[config.mk]
export PLATFORM = sky130hd
export DESIGN_NAME = serial_magnitude_comparator
export DESIGN_NICKNAME = d
export VERILOG_FILES = /design/src/rtl/serial_magnitude_comparator.sv
export SDC_FILE = /design/constraint.sdc
export NUM_CORES = 1
export LEC_CHECK = 0
export CAP_MARGIN = 20
export CELL_PAD_IN_SITES_DETAIL_PLACEMENT = 0
export CELL_PAD_IN_SITES_GLOBAL_PLACEMENT = 1
export CORE_ASPECT_RATIO = 0.6
export CORE_MARGIN = 2
export CORE_UTILIZATION = 39
export CTS_CLUSTER_DIAMETER = 60
export DETAILED_ROUTE_END_ITERATION = 12
export GPL_TIMING_DRIVEN = 0
export PLACE_DENSITY_LB_ADDON = 0.1
export SLEW_MARGIN = 30
export SYNTH_ARGS = -nofsm -noshare
export SYNTH_HDL_FRONTEND = slang
export SYNTH_SLANG_ARGS = --single-unit
[constraint.sdc]
create_clock -name clk -period 2.4 [get_ports clk]
set_input_delay 0.48 -clock clk [delete_from_list [all_inputs] [get_ports clk]]
set_output_delay 0.48 -clock clk [all_outputs]
set_load 0.01 [all_outputs]
[src/rtl/serial_magnitude_comparator.sv]
// Multi-cycle magnitude comparator. It scans both operands MSB-first, one DIGIT-bit
// slice per cycle, and stops at the first slice that differs. Requests and results
// use valid/ready handshakes.
module serial_magnitude_comparator #(
  parameter int WIDTH = 32,
  parameter int DIGIT = 4,
  parameter int CW    = $clog2(WIDTH / DIGIT + 1)
) (
  input  logic             clk,
  input  logic             rst_n,
  input  logic             in_valid,
  output logic             in_ready,
  input  logic [WIDTH-1:0] a,
  input  logic [WIDTH-1:0] b,
  input  logic [1:0]       mode,
  output logic             out_valid,
  input  logic             out_ready,
  output logic             res,
  output logic             eq,
  output logic [CW-1:0]    digits
);

  localparam int ND = WIDTH / DIGIT;

  generate
    if (DIGIT < 1 || WIDTH < 2 || DIGIT > WIDTH || (WIDTH % DIGIT) != 0) begin : g_bad_params
      $error("serial_magnitude_comparator: illegal WIDTH=%0d / DIGIT=%0d", WIDTH, DIGIT);
    end
  endgenerate

  typedef enum logic [1:0] {
    IDLE = 2'd0,
    SCAN = 2'd1,
    DONE = 2'd2
  } state_e;

  state_e           state_q, state_d;
  logic [WIDTH-1:0] a_q, a_d;
  logic [WIDTH-1:0] b_q, b_d;
  logic             le_q, le_d;
  logic [CW-1:0]    idx_q, idx_d;
  logic             res_q, res_d;
  logic             eq_q, eq_d;
  logic [CW-1:0]    digits_q, digits_d;

  logic [DIGIT-1:0] slice_a;
  logic [DIGIT-1:0] slice_b;

  // The operands shift left after each equal slice, so the slice under test is always
  // the top DIGIT bits.
  assign slice_a = a_q[WIDTH-1 -: DIGIT];
  assign slice_b = b_q[WIDTH-1 -: DIGIT];

  // NOTE: every variable written here gets a default first. A path that leaves one
  // unassigned would infer a latch.
  always_comb begin
    state_d  = state_q;
    a_d      = a_q;
    b_d      = b_q;
    le_d     = le_q;
    idx_d    = idx_q;
    res_d    = res_q;
    eq_d     = eq_q;
    digits_d = digits_q;

    unique case (state_q)
      IDLE: begin
        if (in_valid) begin
          // Flipping both sign bits maps two's-complement order onto unsigned order.
          a_d              = a;
          a_d[WIDTH-1]     = a[WIDTH-1] ^ mode[1];
          b_d              = b;
          b_d[WIDTH-1]     = b[WIDTH-1] ^ mode[1];
          le_d             = mode[0];
          idx_d            = '0;
          state_d          = SCAN;
        end
      end

      SCAN: begin
        if (slice_a != slice_b) begin
          res_d    = (slice_a < slice_b);
          eq_d     = 1'b0;
          digits_d = idx_q + CW'(1);
          state_d  = DONE;
        end else if (idx_q == CW'(ND - 1)) begin
          res_d    = le_q;
          eq_d     = 1'b1;
          digits_d = idx_q + CW'(1);
          state_d  = DONE;
        end else begin
          idx_d = idx_q + CW'(1);
          a_d   = a_q << DIGIT;
          b_d   = b_q << DIGIT;
        end
      end

      DONE: begin
        if (out_ready) begin
          res_d    = 1'b0;
          eq_d     = 1'b0;
          digits_d = '0;
          state_d  = IDLE;
        end
      end

      default: state_d = IDLE;
    endcase
  end

  // NOTE: sequential state uses non-blocking assignments only. This keeps every
  // register sampling the values from before the clock edge.
  always_ff @(posedge clk or negedge rst_n) begin
    if (!rst_n) begin
      state_q  <= IDLE;
      a_q      <= '0;
      b_q      <= '0;
      le_q     <= 1'b0;
      idx_q    <= '0;
      res_q    <= 1'b0;
      eq_q     <= 1'b0;
      digits_q <= '0;
    end else begin
      state_q  <= state_d;
      a_q      <= a_d;
      b_q      <= b_d;
      le_q     <= le_d;
      idx_q    <= idx_d;
      res_q    <= res_d;
      eq_q     <= eq_d;
      digits_q <= digits_d;
    end
  end

  assign in_ready  = (state_q == IDLE);
  assign out_valid = (state_q == DONE);
  assign res       = res_q;
  assign eq        = eq_q;
  assign digits    = digits_q;

endmodule

==> results.md, run 1 <==
- Run status: finished, final reports clean
- Synth Flop Type: dfrtp_1
- Slowest CP cell: clkdlybuf4s50_1
- Final hold violations: 0
- Vias per Instance: around 4.9
- DRT antenna net count: 0
- Fin crit share: just under 90%
- Synth area leader: dfrtp_1
- PwrDens: 1220 nW/um2
- Mapped Area: roughly 3600 um2
- First-pass GRT wire length: between 10000 and 15000 um
- Core area: between 9000 and 10000 um2
- Post-synthesis adder-cell area fraction: around 1.7%
- Mapped Cells: around 340
- Hold_ws: slightly below 0.5 ns
- Max incr delay on CP: ~0.59 ns
- Min-Delay Path Class: reg2reg
- Antenna Cells: 0
- Final setup fails: 0
- Via Count: ~2700
- 1st-pass router iterations: 4
- Largest family of logic cells by synthesized area: multiplexers
- Most frequent cell after synthesis: dfrtp_1
- Layout cells sized above 1: roughly a tenth
- Data arrival, critical path: 1.67 ns
- Worst-case clock buffer depth: 2
- Worst rel slew slack: between 60 and 70%
- Critical path startpoint category: register
- Clock Skews: between 0.005 and 0.006 ns
- FMAX: approximately 470 MHz
- I/O pin count: roughly 80
- Async set-reset flop share out of synthesis: 100%
- CTS tree: built
- IO Port Bufs: between 70 and 80
- DRC violations left: 0
- Synth warn: 0
- Chip Height: 78.6 um
- CTS buffer count: 9
- Die area: between 10000 and 15000 um2
- Fin. max-slew vios: 0
- Crit path cell chain: nor2b_1, clkdlybuf4s50_1
- Initial Utilization: 39.8%
- # rows: 27
- Compound-gate portion of the synthesized area: about 14%
- Worst endpoint required time: 1.92 ns
- Clock-pin slew on the worst setup and hold paths: roughly 0.060 ns
- Final wirelength: ~8400 um
- Initial DRC count: roughly 150
- Wire per inst: between 15 and 20 um
- Register area share after synthesis: around 53%
- Fin crit period: roughly 2.1 ns
- Clock latency on the worst-skew pair: 0.34 ns
- Simple-gate share of the synthesized area: about 9.0%
- Gr ovfl total: 0
- Pin slew with the least headroom to its limit: roughly 0.47 ns
- Mapped Avg Cell Area: between 10 and 15 um2
- Root buf cell: clkbuf_16
- Cell variety after synth: 34
- Crit Path Max Fanout: 7
- Syn Nets: 414
- Crit. End Element: output pin
- Post-DP HPWL: 6120 um
- Post-synthesis mux area share: around 16%
- GRT Overall Usage: about 18%
- Top cell type's share of synthesized area: between 50 and 60%
- Largest net degree at the start of global routing: 64
- Vias in the first global route: 2733
- CTS H-tree lvls: 3
- Xor and xnor fraction of the mapped netlist area: less than 1%
- Leakage: about 2.1 nW
- Post_cts resized: 0
- Die X: 128 um
- Seq cells post-synth: 77
- Fin nets: roughly 500
- # Post-CTS Setup Buffers: 0
- RSZ-0062 raised after global routing: no
- VDD IR-drop max: between 0.0004 and 0.0005 V
- Area delta synth->final: 34.1%
- Crit Path Category: reg2out
- Clock sink total: 77
- Routability cong.: 0.794
- Synth cell count leaders: dfrtp_1, nand2_1, mux2i_1
- EDFF count, synth: 0
- Fin util: between 50% and 60%
- # Max-Cap Violations: 0
- Initial antenna violation count: 0
- Top cells by area, synth: dfrtp_1, mux2i_1, nand2_1
- Post-cts hold buffer count: 1
kinds of logic after synthesis:
group           Yosys count
compound gates           85
simple gates             80
flops                    77
mux                      57
buf+inv                  31
fa+ha+maj                 5
xor+xnor                  4
where the power goes:
| group | internal [mW] | switching (mW) | total [mW] | leakage [nW] |
|---|---|---|---|---|
| Sequential | 1.91 | 0.345 | 2.25 | 0.963 |
| Combinational | 1.12 | 1.29 | 2.41 | 1.04 |
| Clock | 0.747 | 0.517 | 1.26 | 0.145 |
| Total | 3.78 | 2.15 | 5.93 | 2.15 |
worst max-delay path, delay by kind of cell (launching register included):
family	cells	cell delay, ns
AND/OR/NAND/NOR	1	0.30
flip-flops	1	0.45
buffers and inverters	1	0.59
per-stage QoR:
step | worst slack [ns] | setup TNS (ns) | cells | cell area [um2] | total power [mW]
global route | 0.157 | 0 | 550 | 4850 | 6.41
CTS | 0.248 | 0 | 550 | 4850 | 6.01
floorplan | 0.627 | 0 | 339 | 3610 | 3.91
detailed placement | 0.171 | 0 | 533 | 4560 | 4.72
finish | 0.251 | 0 | 550 | 4850 | 5.93
global placement | -2.02 | -154.91 | 532 | 4530 | 4.64
registers in the layout, summed over array words and instances, names as in the netlist:
signal and count:
digits 4, eq 1, le_q 1, b_q 32, state_q 2, a_q 32
res 1, idx_q 4
cell usage in the layout (no fill, tap or decap), types with 3 or more instances in the layout:
master	instances
ha_1	5
clkbuf_16	9
inv_1	8
dfrtp_1	77
o21ai_1	25
buf_2	10
nand2_1	62
clkbuf_2	5
nor2_1	8
clkinv_2	5
a21o_1	3
clkdlybuf4s50_1	76
xnor2_1	3
a22o_1	8
a21oi_1	7
o21ai_0	32
nor2b_1	3
mux2i_1	56
buf_6	7
metal layers:
layer	GRT usage (%)	up-vias	wire length (um)
met3	6.07	8	470
met5	0	-	0
met2	25.2	53	3420
met1	26.8	1298	4460
met4	4.95	0	82
li1	-	1363	-
final cells by class:
type                            count  area (um2)
Fill cell                         859        4240
Sequential cell                    77        1930
Buffer                             23         154
Clock buffer                       11         253
Clock inverter                      5        25.0
Multi-Input combinational cell    231        1500
Inverter                            8        30.0
Tap cell                          116         145
Timing Repair Buffer               79         810
worst paths after layout:
kind	startpoint	end	slack (ns)	depth (start not counted)
max in group asynchronous	rst_n	a_q[21]	1.32	3
min reg2reg	b_q[17]	b_q[17]	0.48	2
min	b_q[17]	b_q[17]	0.48	2
min in group asynchronous	rst_n	b_q[14]	0.53	2
max	state_q[1]	out_valid	0.25	2
max reg2reg	a_q[31]	idx_q[3]	0.35	8
No activity file was read; power rests on OpenSTA's default activity.
==> run 2, diff against run 1 <==
MAX_ROUTING_LAYER = met4   (was not set)
==> results.md, run 2 (synthesized netlist as in run 1, its figures left out) <==
- Chip Height: 78.6 um (unchanged)
- Clock Skews: 0.00502 ns (was 0.00508 ns)
- Met1 WL: 4490 um (was 4460 um)
- # Post-CTS Setup Buffers: 0 (unchanged)
- Min-Delay Path Class: reg2reg (unchanged)
- Initial Utilization: 39.8% (unchanged)
- Fin crit share: 89.7% (was 89.5%)
- CTS H-tree lvls: 3 (unchanged)
- Fin. max-slew vios: 0 (unchanged)
- Vias per Instance: 4.96 (was 4.95)
- Gr ovfl total: 0 (unchanged)
- 1st-pass router iterations: 4 (unchanged)
- Pin slew with the least headroom to its limit: 0.471 ns (was 0.472 ns)
- Register share of total power: 38.0% (about the same)
- Crit Path Category: reg2out (unchanged)
- Wire per inst: 15.3 um (about the same)
- Sw Ratio: 36.3% (about the same)
- Combinational share of power: 40.7% (about the same)
- Antenna Cells: 0 (unchanged)
- CTS buffer count: 9 (unchanged)
- Largest net degree at the start of global routing: 64 (unchanged)
- Commonest non-fill, non-tap cell in the layout: dfrtp_1 (unchanged)
- Die area: 10100 um2 (unchanged)
- Commonest non-fill, non-tap cells in the layout: dfrtp_1, clkdlybuf4s50_1, nand2_1, mux2i_1, o21ai_0 (unchanged)
- Fin nets: 504 (unchanged)
- Critical path startpoint category: register (unchanged)
- Hold path start: b_q[17] (unchanged)
- Clock latency on the worst-skew pair: 0.34 ns (about the same)
- Core area: 9090 um2 (unchanged)
- CP top delay family: buffers and inverters (unchanged)
- Leakage: 2.15 nW (unchanged)
- Root buf cell: clkbuf_16 (unchanged)
- Final hold violations: 0 (unchanged)
- Fin crit period: 2.15 ns (about the same)
- Largest regs: a_q x32, b_q x32 (unchanged)
- Die X: 128 um (unchanged)
- First-pass GRT wire length: 14000 um (unchanged)
- CTS tree: built (unchanged)
- GRT Overall Usage: 18.7% (was 18.1%)
- WHS Endpoint: b_q[17] (unchanged)
- Crit Path Max Fanout: 7 (unchanged)
- Int Power: 3.78 mW (about the same)
- Run status: finished, final reports clean (unchanged)
- Clk pwr share: 21.3% (about the same)
- Area after DPL: 4560 um2 (unchanged)
- # Max-Cap Violations: 0 (unchanged)
- Hold_ws: 0.481 ns (about the same)
- Routability cong.: 0.805 (was 0.794)
- DRC violations left: 0 (unchanged)
- CP Buf/Inv Count: 1 (unchanged)
- Sw power: 2.15 mW (about the same)
- FMAX: 464 MHz (was 465 MHz)
- Data arrival, critical path: 1.67 ns (about the same)
- Terminus of the critical flop-to-flop path: idx_q[3] (unchanged)
- Initial antenna violation count: 0 (unchanged)
- Crit. End Element: output pin (unchanged)
- Worst rel slew slack: 68.5% (was 68.4%)
- Initial DRC count: 149 (was 151)
- RSZ-0062 raised after global routing: no (unchanged)
- R2R depth: 8 (unchanged)
- Slowest CP cell: clkdlybuf4s50_1 (unchanged)
- Clock-pin slew on the worst setup and hold paths: 0.06 ns (about the same)
- Fin util: 53.3% (unchanged)
- IO Port Bufs: 77 (unchanged)
- Worst-case clock buffer depth: 2 (unchanged)
- Metal3 WL: 446 um (was 470 um)
- Via Count: 2726 (was 2722)
- Worst endpoint required time: 1.92 ns (about the same)
- # rows: 27 (unchanged)
- Finished Cell Area: 4850 um2 (unchanged)
- Final setup fails: 0 (unchanged)
- DRT antenna net count: 0 (unchanged)
- VDD IR-drop max: 0.000440 V (about the same)
- Crit path cell chain: nor2b_1, clkdlybuf4s50_1 (unchanged)
- Hold-critical path depth: 2 (unchanged)
- Post_cts resized: 0 (unchanged)
- Layout cells sized above 1: 9.91% (unchanged)
- Worst reg-to-reg setup slack: 0.35 ns (about the same)
- Routed length on met2: 3430 um (was 3420 um)
- Power, Total: 5.93 mW (about the same)
- Reg2Reg Launch Point: a_q[31] (unchanged)
- Post-DP HPWL: 6120 um (unchanged)
- Final wirelength: 8440 um (was 8420 um)
- Clock sink total: 77 (unchanged)
- Area delta synth->final: 34.1% (unchanged)
- I/O pin count: 78 (unchanged)
- Vias in the first global route: 2723 (was 2733)
- Max incr delay on CP: 0.59 ns (about the same)
- DR top layer: met4 (unchanged)
- Post-cts hold buffer count: 1 (unchanged)
- PwrDens: 1220 nW/um2 (about the same)
- Critical path depth in cells: 2 (unchanged)
- Setup slack at placement: 0.171 ns (unchanged)
- Setup ws final: 0.246 ns (was 0.251 ns)
run 2: routing by layer:
metal	track usage [%]	up-vias
met5	-	-
met4	4.95	0
met3	5.79	7
met2	25.0	53
met1	27.2	1304
li1	-	1362
run 2: worst register-to-register path, delay by kind of cell (launching register included):
kind	cells	cell delay, ns
fa+ha+maj	1	0.33
compound gates	2	0.42
simple gates	2	0.25
buf+inv	3	0.57
flops	1	0.38
run 2: worst max path at each step:
| stage | from | slack (ns) | endpoint |
|---|---|---|---|
| floorplan | a_q[31] | 0.63 | idx_q[3] |
| global placement | rst_n | -2.02 | a_q[17] |
| detailed placement | in_valid | 0.17 | le_q |
| CTS | state_q[1] | 0.25 | out_valid |
| global route | state_q[1] | 0.16 | out_valid |
| finish | state_q[1] | 0.25 | out_valid |
run 2: layout make-up:
type                       instances  area (um2)
buffer                            23         154
sequential                        77        1930
fill                             859        4240
clock buffer                      11         253
multi-input combinational        231        1500
clock inverter                     5        25.0
tap                              116         145
inverter                           8        30.0
timing repair buffer              79         810
run 2: per-stage QoR:
stage,setup TNS [ns],instances
6_report,0,550
3_5_place_dp,0,533
5_1_grt,0,550
4_1_cts,0,550
2_1_floorplan,0,339
3_3_place_gp,-154.91,532
run 2: power by group through the flow:
stage	clock [mW]	sequential [mW]	combinational, mW
finish	1.26	2.25	2.41
floorplan	0	2.19	1.72
detailed placement	0	2.28	2.44
global placement	0	2.26	2.38
global route	1.35	2.33	2.73
CTS	1.29	2.26	2.45
